### config.mk
export PLATFORM = sky130hd
export DESIGN_NAME = clk_rst_gen
export DESIGN_NICKNAME = d
export VERILOG_FILES = /design/src/rtl/clk_rst_gen.sv
export SDC_FILE = /design/constraint.sdc
export NUM_CORES = 1
export LEC_CHECK = 0
export BUFFER_PORTS_ARGS = -buffer_cell sky130_fd_sc_hd__buf_4
export CAP_MARGIN = 20
export CELL_PAD_IN_SITES_DETAIL_PLACEMENT = 1
export CELL_PAD_IN_SITES_GLOBAL_PLACEMENT = 1
export CORE_ASPECT_RATIO = 1.75
export CORE_UTILIZATION = 39
export DETAILED_ROUTE_END_ITERATION = 10
export MAX_ROUTING_LAYER = met4
export PLACE_DENSITY = 0.85
export SLEW_MARGIN = 20
export SYNTH_ARGS = -nofsm -noshare
export SYNTH_HDL_FRONTEND = slang
export SYNTH_SLANG_ARGS = --single-unit
export TNS_END_PERCENT = 20
### constraint.sdc
create_clock -name clk -period 2.3 [get_ports clk]
set_input_delay 0.23 -clock clk [delete_from_list [all_inputs] [get_ports clk]]
set_output_delay 0.23 -clock clk [all_outputs]
set_load 0.02 [all_outputs]
### src/rtl/clk_rst_gen.sv
// clk_rst_gen: reset sequencer plus power-of-two clock-enable divider.
// cpu_rst releases RST_HOLD cycles after a two-flop synchronised reset release;
// clk_en pulses once every 2^min(sel, MAX_SHIFT) cycles, and ticks counts the pulses.
// Optional single-step mode is compiled in when the macro STEP_EN is defined.
module clk_rst_gen #(
  parameter int unsigned SEL_W     = 3,
  parameter int unsigned MAX_SHIFT = 4,
  parameter int unsigned RST_HOLD  = 4,
  parameter int unsigned CNT_W     = 32
) (
  input  logic             clk,
  input  logic             rst,
  input  logic [SEL_W-1:0] clk_choose,
  input  logic             step_mode,
  input  logic             step_btn,
  output logic             cpu_rst,
  output logic             clk_en,
  output logic [SEL_W-1:0] sel_cur,
  output logic [CNT_W-1:0] ticks
);

  localparam int unsigned DIV_W  = (MAX_SHIFT > 0) ? MAX_SHIFT : 1;
  localparam int unsigned HOLD_W = (RST_HOLD > 1) ? $clog2(RST_HOLD) : 1;
  localparam logic [SEL_W-1:0] SEL_MAX = SEL_W'(MAX_SHIFT);

  logic              rst_s1;
  logic              rst_s2;
  logic [HOLD_W-1:0] hold_cnt;
  logic              hold_done;

  logic [SEL_W-1:0]  sel_s1;
  logic [SEL_W-1:0]  sel_s2;
  logic [SEL_W-1:0]  sel_sat;

  logic [DIV_W-1:0]  div_cnt;
  logic [DIV_W-1:0]  div_last;
  logic [DIV_W-1:0]  div_nxt;
  logic              en_nxt;
  logic [SEL_W-1:0]  sel_nxt;
  logic [CNT_W-1:0]  ticks_nxt;

  logic              step_hold;
  logic              step_exit;
  logic              btn_rise;

  // Reset synchroniser: asynchronous assertion, synchronous release.
  always_ff @(posedge clk or negedge rst) begin
    if (!rst) begin
      rst_s1 <= 1'b0;
      rst_s2 <= 1'b0;
    end else begin
      rst_s1 <= 1'b1;
      rst_s2 <= rst_s1;
    end
  end

  // Last hold cycle: cpu_rst rises on this edge.
  assign hold_done = rst_s2 && !cpu_rst && (hold_cnt == HOLD_W'(RST_HOLD - 1));

  // Core reset hold counter after the synchronised release.
  always_ff @(posedge clk or negedge rst) begin
    if (!rst) begin
      hold_cnt <= '0;
      cpu_rst  <= 1'b0;
    end else if (rst_s2 && !cpu_rst) begin
      if (hold_done) begin
        cpu_rst <= 1'b1;
      end else begin
        hold_cnt <= hold_cnt + HOLD_W'(1);
      end
    end
  end

  // Select synchroniser.
  always_ff @(posedge clk or negedge rst) begin
    if (!rst) begin
      sel_s1 <= '0;
      sel_s2 <= '0;
    end else begin
      sel_s1 <= clk_choose;
      sel_s2 <= sel_s1;
    end
  end

  assign sel_sat  = (32'(sel_s2) > MAX_SHIFT) ? SEL_MAX : sel_s2;
  assign div_last = DIV_W'((32'd1 << sel_cur) - 32'd1);

`ifdef STEP_EN
  logic step_s1;
  logic step_s2;
  logic step_q;
  logic btn_s1;
  logic btn_s2;
  logic btn_q;

  // Step-mode and button synchronisers plus one-cycle history for edge detection.
  always_ff @(posedge clk or negedge rst) begin
    if (!rst) begin
      step_s1 <= 1'b0;
      step_s2 <= 1'b0;
      step_q  <= 1'b0;
      btn_s1  <= 1'b0;
      btn_s2  <= 1'b0;
      btn_q   <= 1'b0;
    end else begin
      step_s1 <= step_mode;
      step_s2 <= step_s1;
      step_q  <= step_s2;
      btn_s1  <= step_btn;
      btn_s2  <= btn_s1;
      btn_q   <= btn_s2;
    end
  end

  assign step_hold = step_s2;
  assign step_exit = !step_s2 && step_q;
  assign btn_rise  = btn_s2 && !btn_q;
`else
  logic unused_step;

  assign unused_step = step_mode ^ step_btn;
  assign step_hold   = 1'b0;
  assign step_exit   = 1'b0;
  assign btn_rise    = 1'b0;
`endif

  // Divider next state: latch select at release, on wrap, or on leaving step mode.
  always_comb begin
    div_nxt   = div_cnt;
    en_nxt    = 1'b0;
    sel_nxt   = sel_cur;
    ticks_nxt = ticks;
    if (hold_done) begin
      div_nxt = '0;
      sel_nxt = sel_sat;
    end else if (cpu_rst) begin
      if (step_hold) begin
        div_nxt = '0;
        en_nxt  = btn_rise;
      end else if (step_exit) begin
        div_nxt = '0;
        sel_nxt = sel_sat;
      end else if (div_cnt == div_last) begin
        div_nxt = '0;
        en_nxt  = 1'b1;
        sel_nxt = sel_sat;
      end else begin
        div_nxt = div_cnt + DIV_W'(1);
      end
    end
    if (en_nxt) begin
      ticks_nxt = ticks + CNT_W'(1);
    end
  end

  // Divider, enable, applied select and pulse counter registers.
  always_ff @(posedge clk or negedge rst) begin
    if (!rst) begin
      div_cnt <= '0;
      clk_en  <= 1'b0;
      sel_cur <= '0;
      ticks   <= '0;
    end else begin
      div_cnt <= div_nxt;
      clk_en  <= en_nxt;
      sel_cur <= sel_nxt;
      ticks   <= ticks_nxt;
    end
  end

endmodule

# Word-level counts from Yosys, hierarchy flattened

Index checks and enable logic that the tools add are counted.

Output and inout bits: 37
Register bits: 51
Bits of input ports: 7
Word-level logic and storage cells: 37

Magnitude comparators: 1
Reductions and logical operators: 8
Equality and inequality tests: 2
Mux-type cells: 10
Bitwise gates (word level): 1
Add/sub/neg operators: 4
Shift operators: 1

Operator list:

| kind                                                 | number |
|---|---|
| adder 32 x 1 -> 32 bit, second input constant        | 1 |
| 2-to-1 mux 3 bit                                     | 4 |
| 2-to-1 mux 4 bit                                     | 3 |
| AND reduction 2 bit                                  | 3 |
| adder 4 x 1 -> 4 bit, second input constant          | 1 |
| equality test 4 bit                                  | 1 |
| nonzero test 2 bit                                   | 2 |
| left shift 1 x 3 -> 4 bit, first input constant      | 1 |
| subtractor 4 x 1 -> 4 bit, second input constant     | 1 |
| greater-than comparator 3 bit, second input constant | 1 |
| 2-to-1 mux 1 bit                                     | 3 |
| adder 2 x 1 -> 2 bit, second input constant          | 1 |
| equality test 2 bit, second input constant           | 1 |
| logical AND 1 bit                                    | 2 |
| logical NOT 1 bit                                    | 1 |
| inverter 1 bit                                       | 1 |

# Depth between registers and ports, before layout

Depth after elaboration: 6
Depth in mapped cells: 10
Depth with buffers taken out: 9

# Worst setup path after synthesis

OpenSTA, ideal clock, no wires.

Path type: reg2reg
Start: register sel_cur[1]
End: register sel_cur[0]
Required time: 2.175 ns
Library setup time: 0.125 ns
Setup slack: -0.139 ns
Period minus slack after synthesis: 2.439 ns
Data arrival time: 2.314 ns
Buffers on the path: 0
Stages on the path, launching flop included: 8
Path through: dfrtp_1 or3_2 ha_1 xnor2_1 a211oi_4 nand3_4 nand2_1 mux2_2

Longest elaborated chain between the ends: 5

Ends and longest elaborated chain:

| element                       | RTL line | source |
|---|---|---|
| from (decl)                   | 18       | `output logic [SEL_W-1:0] sel_cur,` |
| from (signal assigned)        | 166      | `sel_cur <= sel_nxt;` |
| left shift 1 x 3 -> 4 bit     | 86       | `assign div_last = DIV_W'((32'd1 << sel_cur) - 32'd1);` |
| subtractor 4 x 1 -> 4 bit     | 86       |  |
| equality test 4 bit           | 143      | `end else if (div_cnt == div_last) begin` |
| nonzero test 2 bit (no line)  | -        |  |
| AND reduction 2 bit (no line) | -        |  |

No other way between the ends.
A chain may end at the register's enable or synchronous reset.

# Final worst setup path

Start: register sel_cur[1]
End: register ticks[17]

Longest elaborated chain between the ends: 6

Ends and longest elaborated chain:

| element                   | RTL line | source |
|---|---|---|
| left shift 1 x 3 -> 4 bit | 86       |  |
| subtractor 4 x 1 -> 4 bit | 86       |  |
| equality test 4 bit       | 143      |  |
| 2-to-1 mux 1 bit          | 143      |  |
| 2-to-1 mux 1 bit          | 136      | `end else if (cpu_rst) begin` |
| 2-to-1 mux 1 bit          | 133      | `if (hold_done) begin` |
| to (signal assigned)      | 167      | `ticks <= ticks_nxt;` |
| to (decl)                 | 19       | `output logic [CNT_W-1:0] ticks` |

No other way between the ends.

==> run summary <==
• **total number of nets in the final design** 275
• **Critical-path top delay cell** dfrtp_2
• **clock buffers created by TritonCTS** 5
• **Warnings, synthesis** 0
• **adder-cell share of the synthesized area** 0.0216
• **first-pass GRT wire length** 8670 um
• **max-cap violation count** 0
• **post-detailed-placement half-perimeter wirelength** 3610 um
• **number of nets in the synthesized netlist** 214
• **most used flip-flop cell after synthesis** dfrtp_1
• **grt ovf** 0
• **DR vias/cell** 5.09
• **cells along the critical path** or3_4 -> ha_4 -> xor2_4 -> a211oi_4 -> nand3_4 -> buf_12 -> buf_6 -> nor3_4 -> xor2_1
• **Die Y** 104 um
• **clock skew** 0.00974 ns
• **antenna violations before repair** 0
• **parity-gate share of the synthesized area counting xor and xnor cells** 0.136
• **vias in the first global route** 1753
• **Wirelength per Cell** 16.5 um
• **Cell Count Post-Placement** 329
• **clock period minus worst slack** 2.33 ns
• **quantity of I/O buffers inserted on ports** 41
• **layout overhead on the synthesized area** 36.4%
• **RSZ-0062 raised after global routing** true
• **LEAKAGE** 0.00161 uW
• **PD cells** 970 nW/um^2
• **clock tree from TritonCTS** built
• **number of storage elements in the synthesis netlist** 51
• **Syn Std Cell Area** 2310 sq um
• **worst-path fanout max** 8
• **worst setup path class** reg2reg
• **Die Outline Area** 6250 sq um
• **top area cells in the synthesized netlist** dfrtp_1 (55%), xor2_1 (9.1%), xnor2_1 (4.5%)
• **Cell Rows** 36
• **number of H-tree levels** 2
• **share of final-layout standard cells stronger than drive strength 1** 0.377
• **residual antenna-violating net count after detailed routing** 0
• **dominant cell type by area after synthesis** dfrtp_1
• **type of element launching the critical path** register
• **TritonCTS Sinks** 51
• **design area** 3150 sq um
• **fraction of registers with async set or reset after synthesis** 1.00
• **weighted congestion reported at the end of routability-driven placement** 0.746
• **multiplexer fraction of the synthesized cell area** 0.0195
• **status** finished with violations
• **data arrival time of the worst path** 2.58 ns
• **Setup Viol. Count Final** 3
• **Post-Syn Instances** 203
• **Pre-Repair DR Iteration Count** 4
• **ratio of final minimum period to clock period** 1.02
• **main combinational cell family by area after synthesis** simple AND/OR/NAND/NOR gates
• **count of antenna diodes in the layout** 0
• **Top Ports** 44
• **simple-gate share of the synthesized area** 0.219
• **compound-gate portion of the synthesized area** 0.0254
• **maximum number of pins on one net before global-route repair** 52
• **critical path required time** 2.54 ns
• **final std cells w/o fill** 341
• **tightest hold margin** 0.0195 ns
• **final number of hold-violating endpoints** 0
• **post-synthesis sequential area ratio** 0.552
• **Yosys top cell area share** 0.552
• **failing checks** setup timing
• **number of design-rule violations left by the first detailed-router iteration** 58
• **root buffer cell** clkbuf_8
• **all-layer global routing usage** 0.190
• **DRT Wirelength** 5630 um
• **number of enable flip-flop cells after synthesis** 0
• **placed inst area** 2820 sq um
• **Max Slew Vio Count** 0
• **max_slew headroom** 0.391
• **pre-CTS worst setup slack** -0.0740 ns
• **fill cell total of the finished layout** 597
• **category of the worst setup path capture point** register
• **Final Util** 0.560
• **Remaining DRCs** 0
• **maximum cell stage delay along the critical path** 0.41 ns
• **CORE AREA** 5630 sq um
• **Yosys cell types** 34
• **peak supply drop** 0.502 mV
• **clock latency on the worst-skew pair** 0.32 ns
• **via total after detailed routing** 1737
• **Starting Density** 0.411
• **maximum clock frequency** 428 MHz
• **maximum buffer depth of the clock tree** 2
• **class of the worst hold path** in2reg
• **Worst-path clk slew** 0.10 ns
• **Final Worst Setup Slack** -0.0345 ns
• **actual transition at the worst max-transition pin** 0.910 ns
• **die width** 60.2 um
• **mean post-synth cell area** 11.4 sq um
## routing by layer
layer,vias to the layer above,part of all wire,GRT usage
met5,-,0,-
met1,895,0.37,0.213
met4,0,0.019,0.0880
li1,810,-,-
met2,25,0.59,0.316
met3,7,0.021,0.0311
## final cells by class
class,count,area (sq um),share of cell area
Tap cell,76,95.1,0.0301
Inverter,11,41.3,0.0131
Multi-Input combinational cell,139,1190,0.377
Clock buffer,7,86.3,0.0274
Timing Repair Buffer,56,454,0.144
Sequential cell,51,1280,0.405
Clock inverter,1,8.76,0.00278
## logic make-up (layout without fill, tap and decap cells)
kind of cell	Yosys count	count (layout)
fa+ha+maj	4	4
buf+inv	13	75
xor+xnor	36	36
mux	4	4
other cells	1	1
compound gates	7	7
simple gates	87	87
flops	51	51
## worst paths after layout
path / end / depth (start not counted) / slack (ns) / start
worst min register to register: sel_s2[1] / 0 / 0.36 / sel_s1[1]
worst max-delay path: ticks[17] / 9 / -0.03 / sel_cur[1]
worst min-delay path: sel_s1[1] / 1 / 0.02 / clk_choose[1]
max in group asynchronous: sel_cur[1] / 2 / 1.37 / rst
min in group asynchronous: sel_s2[2] / 2 / 0.48 / rst
worst max register to register: ticks[17] / 9 / -0.03 / sel_cur[1]
## sequential cells by signal (all words and copies together), names as in the netlist
register and flops:
sel_s2 3, sel_cur 3, ticks 32, cpu_rst 1, sel_s1 3, rst_s2 1, rst_s1 1, div_cnt 4
clk_en 1, hold_cnt 2
## report_power, final
group | leakage, uW | switching (uW) | total, uW | internal (uW)
combinational | 0.000891 | 685 | 1340 | 654
sequential | 0.000666 | 149 | 1170 | 1020
clock | 0.0000484 | 306 | 553 | 247
## through the flow
step           TNS [ns]  power, uW
4_1_cts        -0.00683       2850
3_3_place_gp          0       2190
3_5_place_dp     -0.137       2250
6_report        -0.0370       3060
2_1_floorplan   -0.0121       1850
5_1_grt           -1.36       3220
## cell usage after synthesis (2+ instances only)
cell type and number:
nor2b_1 2, inv_1 11, nor4_1 5, nand4_1 7, mux2_2 4, and3_1 3, o21ai_0 3, xnor2_1 12
nand3_1 12, dfrtp_1 51, xor2_1 24, ha_1 4, nor3_1 5, nor3_2 7, nand2_1 21, nor2_1 14
## cells in the final DEF (no fill, tap or decap), types with 2 or more instances in the layout
cell and instances:
ha_1 3, nand4_1 7, and3_1 3, dfrtp_1 49, xnor2_1 11, nor3_2 5
buf_4 49, buf_6 5, dfrtp_2 2, clkbuf_8 6, nor2_1 10, xor2_1 23
inv_1 10, o21ai_0 3, mux2_2 3, nor3_4 7, nor4_4 4, nor2b_1 2
nand2_1 20, nand3_1 11, nor2_2 3
## timing repair
action | in CTS | in global routing
pin swaps | 2 | 23
endpoints found under the hold margin | 51 | 0
buffers inserted | 0 | 3
endpoints found under the setup margin | 23 | 27
hold buffers | 1 | 0
resized for setup | 3 | 33
## critical path: cells and delay by family, from the launching register on
kind	cells	cell delay, ns
buf+inv	2	0.30
compound gates	1	0.34
fa+ha+maj	1	0.18
simple gates	3	0.68
flops	1	0.41
xor+xnor	2	0.34
Power figures use the tool's default switching activity.
